===== src/rtl/uart_pkg.sv =====
// rtl/uart_pkg.sv - shared state codes, register map and divisor limits for the MMIO UART transmitter
package uart_pkg;

  typedef logic [1:0] tx_state_e;
  localparam tx_state_e ST_IDLE  = 2'd0;
  localparam tx_state_e ST_START = 2'd1;
  localparam tx_state_e ST_DATA  = 2'd2;
  localparam tx_state_e ST_STOP  = 2'd3;

  // Register word index, taken from mmio_addr[3:2]
  localparam logic [1:0] REG_TXDATA = 2'd0;
  localparam logic [1:0] REG_STATUS = 2'd1;
  localparam logic [1:0] REG_CTRL   = 2'd2;
  localparam logic [1:0] REG_DIV    = 2'd3;

  localparam int STAT_FULL  = 0;
  localparam int STAT_EMPTY = 1;
  localparam int STAT_BUSY  = 2;
  localparam int STAT_OVF   = 3;

  localparam logic [15:0] DIV_MIN = 16'd16;

  function automatic logic [15:0] clamp_div(input logic [15:0] value);
    return (value < DIV_MIN) ? DIV_MIN : value;
  endfunction

endpackage


===== src/rtl/sync_fifo.sv =====
// rtl/sync_fifo.sv - single-clock FIFO with combinational head read; caller guarantees legal push/pop
module sync_fifo #(
  parameter int WIDTH = 8,
  parameter int DEPTH = 8
) (
  input  logic                       clk,
  input  logic                       rst_n,
  input  logic                       push,
  input  logic [WIDTH-1:0]           wdata,
  input  logic                       pop,
  output logic [WIDTH-1:0]           rdata,
  output logic                       full,
  output logic                       empty,
  output logic [$clog2(DEPTH):0]     count
);

  localparam int AW = $clog2(DEPTH);

  logic [WIDTH-1:0] mem [DEPTH];
  logic [AW-1:0]    wptr;
  logic [AW-1:0]    rptr;

  always_ff @(posedge clk) begin
    if (push) mem[wptr] <= wdata;
  end

  always_ff @(posedge clk or negedge rst_n) begin
    if (!rst_n) begin
      wptr  <= '0;
      rptr  <= '0;
      count <= '0;
    end else begin
      if (push) wptr <= wptr + 1'b1;
      if (pop)  rptr <= rptr + 1'b1;
      case ({push, pop})
        2'b10:   count <= count + 1'b1;
        2'b01:   count <= count - 1'b1;
        default: count <= count;
      endcase
    end
  end

  assign rdata = mem[rptr];
  assign full  = (count == (AW+1)'(DEPTH));
  assign empty = (count == '0);

endmodule


===== src/rtl/uart_tx_mmio.sv =====
// rtl/uart_tx_mmio.sv - memory-mapped 8N1 UART transmitter with byte FIFO, status/ctrl/divisor registers and irq
module uart_tx_mmio
  import uart_pkg::*;
#(
  parameter int CLOCK_FREQ = 100_000_000,
  parameter int BAUD_RATE  = 115200,
  parameter int FIFO_DEPTH = 8,
  parameter int DIV_RESET  = CLOCK_FREQ / BAUD_RATE
) (
  input  logic        clk,
  input  logic        rst_n,
  input  logic [3:0]  mmio_addr,
  input  logic        mmio_wen,
  input  logic [31:0] mmio_wdata,
  input  logic        mmio_ren,
  output logic [31:0] mmio_rdata,
  output logic        tx,
  output logic        tx_busy,
  output logic        irq
);

  localparam int CW = $clog2(FIFO_DEPTH) + 1;

  logic            enable;
  logic            irq_en;
  logic [15:0]     div;
  logic            overflow;
  tx_state_e       state;
  logic [15:0]     frame_div;
  logic [15:0]     timer;
  logic [7:0]      shift;
  logic [2:0]      bit_idx;

  logic [1:0]      sel;
  logic            wr_txdata, wr_status, wr_ctrl, wr_div;
  logic            fifo_push, fifo_pop, full, empty;
  logic [7:0]      fifo_rdata;
  logic [CW-1:0]   count;
  logic [7:0]      count8;
  logic            unused_ok;

  assign sel       = mmio_addr[3:2];
  assign wr_txdata = mmio_wen && (sel == REG_TXDATA);
  assign wr_status = mmio_wen && (sel == REG_STATUS);
  assign wr_ctrl   = mmio_wen && (sel == REG_CTRL);
  assign wr_div    = mmio_wen && (sel == REG_DIV);

  assign fifo_pop  = (state == ST_IDLE) && enable && !empty;
  // A pop in the same cycle frees the slot, so a push into a full FIFO still lands.
  assign fifo_push = wr_txdata && (!full || fifo_pop);
  assign tx_busy   = (state != ST_IDLE);
  assign count8    = 8'(count);
  assign unused_ok = ^{mmio_addr[1:0], mmio_wdata[31:16]};

  sync_fifo #(.WIDTH(8), .DEPTH(FIFO_DEPTH)) u_fifo (
    .clk   (clk),
    .rst_n (rst_n),
    .push  (fifo_push),
    .wdata (mmio_wdata[7:0]),
    .pop   (fifo_pop),
    .rdata (fifo_rdata),
    .full  (full),
    .empty (empty),
    .count (count)
  );

  always_ff @(posedge clk or negedge rst_n) begin
    if (!rst_n) begin
      enable   <= 1'b1;
      irq_en   <= 1'b0;
      div      <= 16'(DIV_RESET);
      overflow <= 1'b0;
      irq      <= 1'b0;
    end else begin
      if (wr_ctrl) {irq_en, enable} <= mmio_wdata[1:0];
      if (wr_div)  div <= clamp_div(mmio_wdata[15:0]);
      if (wr_txdata && full && !fifo_pop)
        overflow <= 1'b1;
      else if (wr_status && mmio_wdata[STAT_OVF])
        overflow <= 1'b0;
      irq <= irq_en && empty && !tx_busy;
    end
  end

  always_comb begin
    mmio_rdata = '0;
    if (mmio_ren) begin
      case (sel)
        REG_STATUS: begin
          mmio_rdata[STAT_FULL]  = full;
          mmio_rdata[STAT_EMPTY] = empty;
          mmio_rdata[STAT_BUSY]  = tx_busy;
          mmio_rdata[STAT_OVF]   = overflow;
          mmio_rdata[15:8]       = count8;
        end
        REG_CTRL: mmio_rdata[1:0]  = {irq_en, enable};
        REG_DIV:  mmio_rdata[15:0] = div;
        default:  mmio_rdata = '0;
      endcase
    end
  end

  // Divisor is latched per frame so DIV writes never stretch a frame in flight.
  always_ff @(posedge clk or negedge rst_n) begin
    if (!rst_n) begin
      state     <= ST_IDLE;
      tx        <= 1'b1;
      frame_div <= 16'(DIV_RESET);
      timer     <= '0;
      shift     <= '0;
      bit_idx   <= '0;
    end else begin
      case (state)
        ST_IDLE: begin
          if (fifo_pop) begin
            state     <= ST_START;
            shift     <= fifo_rdata;
            frame_div <= div;
            timer     <= div - 16'd1;
            tx        <= 1'b0;
          end
        end
        ST_START: begin
          if (timer == '0) begin
            state   <= ST_DATA;
            tx      <= shift[0];
            bit_idx <= '0;
            timer   <= frame_div - 16'd1;
          end else begin
            timer <= timer - 16'd1;
          end
        end
        ST_DATA: begin
          if (timer == '0) begin
            timer <= frame_div - 16'd1;
            if (bit_idx == 3'd7) begin
              state <= ST_STOP;
              tx    <= 1'b1;
            end else begin
              tx      <= shift[1];
              shift   <= shift >> 1;
              bit_idx <= bit_idx + 3'd1;
            end
          end else begin
            timer <= timer - 16'd1;
          end
        end
        default: begin
          if (timer == '0) state <= ST_IDLE;
          else             timer <= timer - 16'd1;
        end
      endcase
    end
  end

endmodule


===== config.mk =====
export PLATFORM = sky130hd
export DESIGN_NAME = uart_tx_mmio
export DESIGN_NICKNAME = d
export VERILOG_FILES = /design/src/rtl/uart_pkg.sv /design/src/rtl/sync_fifo.sv /design/src/rtl/uart_tx_mmio.sv
export SDC_FILE = /design/constraint.sdc
export NUM_CORES = 1
export LEC_CHECK = 0
export ABC_AREA = 1
export CORE_AREA = 2 2 123 125
export CTS_CLUSTER_SIZE = 10
export DETAILED_ROUTE_END_ITERATION = 10
export DIE_AREA = 0 0 125 127
export GPL_ROUTABILITY_DRIVEN = 0
export PLACE_DENSITY = 0.84
export SETUP_SLACK_MARGIN = 0.2
export SYNTH_ARGS = -nofsm -noshare
export SYNTH_HDL_FRONTEND = slang
export SYNTH_HIERARCHICAL = 1
export SYNTH_SLANG_ARGS = --single-unit

===== constraint.sdc =====
create_clock -name clk -period 2.7 [get_ports clk]
set_input_delay 0.54 -clock clk [delete_from_list [all_inputs] [get_ports clk]]
set_output_delay 0.54 -clock clk [all_outputs]
set_load 0.005 [all_outputs]

==> flow_summary_export.csv <==
group,metric,value,unit
cts,root_buffer,"clkbuf_16",
power_and_ir_drop,powerDensity,1090,mW/mm²
cells_and_area,stdcell_area,0.00928,mm²
sta,finalCriticalPeriod,2.48,ns
setup_path,timing_worst_setup_path_type,"reg -> reg",
sta,rsz0062_at_grt,"true",
sta,worstMarginPinSlew,0.739,ns
cts,htreeDepth,4,
floorplanning,io_pins,75,
grt,grt_pass1_vias,6372,
drt,wl,19.7,mm
cts,cts_tree,"built",
cts,clkLatencyLatePin,0.43,ns
yosys,syn_area_per_cell,8.05,µm²
yosys,synth_top_cell_area_share,0.244,
drt,num_vias,6939,
cts,clock-sinks,140,
sta,whs,0.0449,ns
cts,clk_pin_slew_worst_paths,0.07,ns
yosys,synthArstFlopShare,0.543,
setup_path,worstPathRequired,3.01,ns
yosys,synth_edf_count,64,
setup_path,cp-end-kind,"register",
cts,tritoncts.num_buffers,17,
sta,maxSlewViolCount,0,
setup_path,worstRegToRegCells,15,
cells_and_area,nets,1103,
grt,antenna_found_initial,0,
yosys,synth_area_leader_cell,"edfxtp_1",
yosys,netlist_top_cells_area,"edfxtp_1 (24%), dfrtp_1 (20%), nand2_1 (12%)",
cells_and_area,synthToLayoutAreaGrowth,17.8,%
floorplanning,start_util,0.546,
job,cap_violations,0,
cts,clk_path_buf_depth,2,
cells_and_area,final_core_util,0.643,
grt,grt_max_degree,49,
placement,pre_cts_ws,-0.0827,ns
yosys,synth_seq_cells,140,
placement,portBuffers,40,
drt,via_per_inst,5.57,
setup_path,crit_arrival,2.79,ns
setup_path,critical_path.startpoint_type,"register",
sta,finalSetupViolations,0,
grt,grt.overflow.total,0,
outcome,status,"finished, final reports clean",
power_and_ir_drop,p_leak,4.14,nW
yosys,synthCells,978,
yosys,synth_commonest_cells,"nand2_1 (245), nor2_1 (122), inv_1 (95)",
grt,grt_first_pass_wirelength,31.4,mm
drt,remaining_drc_errors,0,
yosys,syn_area,0.00787,mm²
floorplanning,core,0.0144,mm²
floorplanning,die_area,0.0159,mm²
sta,fin_ws,0.222,ns
placement,dpl_cell_area,0.00854,mm²
min_path,hold_path_class,"in -> async",
yosys,ys_seq_area_frac,0.488,
sta,clock-skew-final,0.0123,ns
sta,max_freq,404,MHz
yosys,post_synth_num_cell_types,44,
cells_and_area,layout-drive-gt1-share,0.130,
yosys,dominantRegCellSynth,"edfxtp_1",
floorplanning,die_y,127,µm
drt,first_pass_iters,8,
drt,drtIter0Drc,777,
cells_and_area,nFillCells,1094,
placement,place_hpwl,13.2,mm
sta,timing.slew.headroom,0.503,
sta,final-hold-violation-count,0,
cells_and_area,diodes,0,
grt,globalRouteTotalUtil,0.249,
yosys,yosys_warnings,6,
yosys,yosysMostFrequentCell,"nand2_1",
drt,antenna_left,0,
sta,finalCritPeriodShare,0.918,
setup_path,worstPathMaxFanout,4,
drt,wl_per_cell,15.8,µm
floorplanning,die_w,125,µm
power_and_ir_drop,peakVddDrop,0.000683,V
floorplanning,fp-row-count,44,
sta,setup-tns-final,0,ns
## flip-flops by register name, summed over array words and instances (netlist names)
| register | count |
|---|---|
| enable | 1 |
| bit_idx | 3 |
| u_fifo/mem | 64 |
| timer | 16 |
| state | 2 |
| overflow | 1 |
| u_fifo/count | 4 |
| u_fifo/wptr | 3 |
| div | 16 |
| tx | 1 |
| irq_en | 1 |
| frame_div | 16 |
| irq | 1 |
| shift | 8 |
| u_fifo/rptr | 3 |
## critical path, cell delays in order, from the launching register on
cell      delay (ns)
dfrtp_1         0.41
nor4_2          0.31
inv_1           0.13
buf_4           0.16
nand3_2         0.10
a21boi_0        0.11
buf_4           0.15
inv_2           0.06
ha_2            0.20
inv_1           0.06
nand2_1         0.05
nand2_1         0.07
ha_1            0.19
a21oi_1         0.15
xor2_1          0.15
o21ai_1         0.07
## timing repair
action	4_1_cts	5_1_grt
gates cloned	0	0
pin swaps	2	2
setup endpoints to repair	18	18
setup buffers	5	3
resized for setup	15	12
hold buffers	0	0
## report_power, final
| part | total (W) | switching, W | internal [W] |
|---|---|---|---|
| combinational | 0.00452 | 0.00292 | 0.00160 |
| clock | 0.00233 | 0.00101 | 0.00132 |
| sequential | 0.00324 | 0.000489 | 0.00275 |
| total | 0.0101 | 0.00442 | 0.00566 |
## placed cells by master (no fill, tap or decap), drive strengths merged, types with 2 or more instances in the layout
master,count
clkbuf,17
dfstp,12
clkinv,5
dlymetal6s2s,3
dlygate4sd2,4
buf,43
nor2,137
xor2,12
o32ai,2
edfxtp,64
nand4,5
inv,114
ha,15
nand3b,4
xnor2,6
o22ai,20
a31oi,4
conb,16
clkdlybuf4s50,32
nand3,85
o31ai,2
or2,2
a22o,2
dfrtp,64
o21ai,112
nor3,6
a21oi,14
nand2,248
o211ai,3
## stage by stage
stage | instances | power (W)
3_3_place_gp | 1205 | 0.00723
6_report | 1245 | 0.0101
5_1_grt | 1245 | 0.0108
3_5_place_dp | 1205 | 0.00740
4_1_cts | 1242 | 0.00987
2_1_floorplan | 993 | 0.00638
## final cells by class
| type | instances | area [µm²] | share of cell area |
|---|---|---|---|
| multi-input cells | 701 | 3470 | 0.374 |
| flip-flops and latches | 140 | 3840 | 0.414 |
| well taps | 184 | 230 | 0.0248 |
| repair buffers | 82 | 743 | 0.0801 |
| clock buffers | 17 | 425 | 0.0459 |
| clock inverters | 15 | 170 | 0.0183 |
| inverters | 106 | 402 | 0.0433 |
## cell families after synthesis
| family | count (synthesis) | synth area share |
|---|---|---|
| simple gates | 489 | 0.266 |
| compound gates | 162 | 0.114 |
| buf+inv | 152 | 0.0866 |
| flops | 140 | 0.488 |
| xor+xnor | 18 | 0.0200 |
| fa+ha+maj | 15 | 0.0238 |
| other cells | 1 | 0.000476 |
| mux | 1 | 0.00127 |
## path summary, 6_finish.rpt
check,start,end,slack [ns]
min in group clk,frame_div[15],frame_div[15],0.51
worst max-delay path,u_fifo/count[1],u_fifo/count[2],0.22
worst min register to register,frame_div[15],frame_div[15],0.51
worst min-delay path,rst_n,timer[15],0.04
max in group asynchronous,rst_n,frame_div[6],2.00
worst max register to register,u_fifo/count[1],u_fifo/count[2],0.22
## per-layer routing
layer / vias up / global-route usage / routed length [µm]
met5: - / 0 / 0
met4: 0 / 0.0987 / 417
met3: 45 / 0.0523 / 1530
met2: 329 / 0.410 / 9480
met1: 3227 / 0.326 / 8260
li1: 3338 / - / -
No activity file was read; power rests on OpenSTA's default activity.
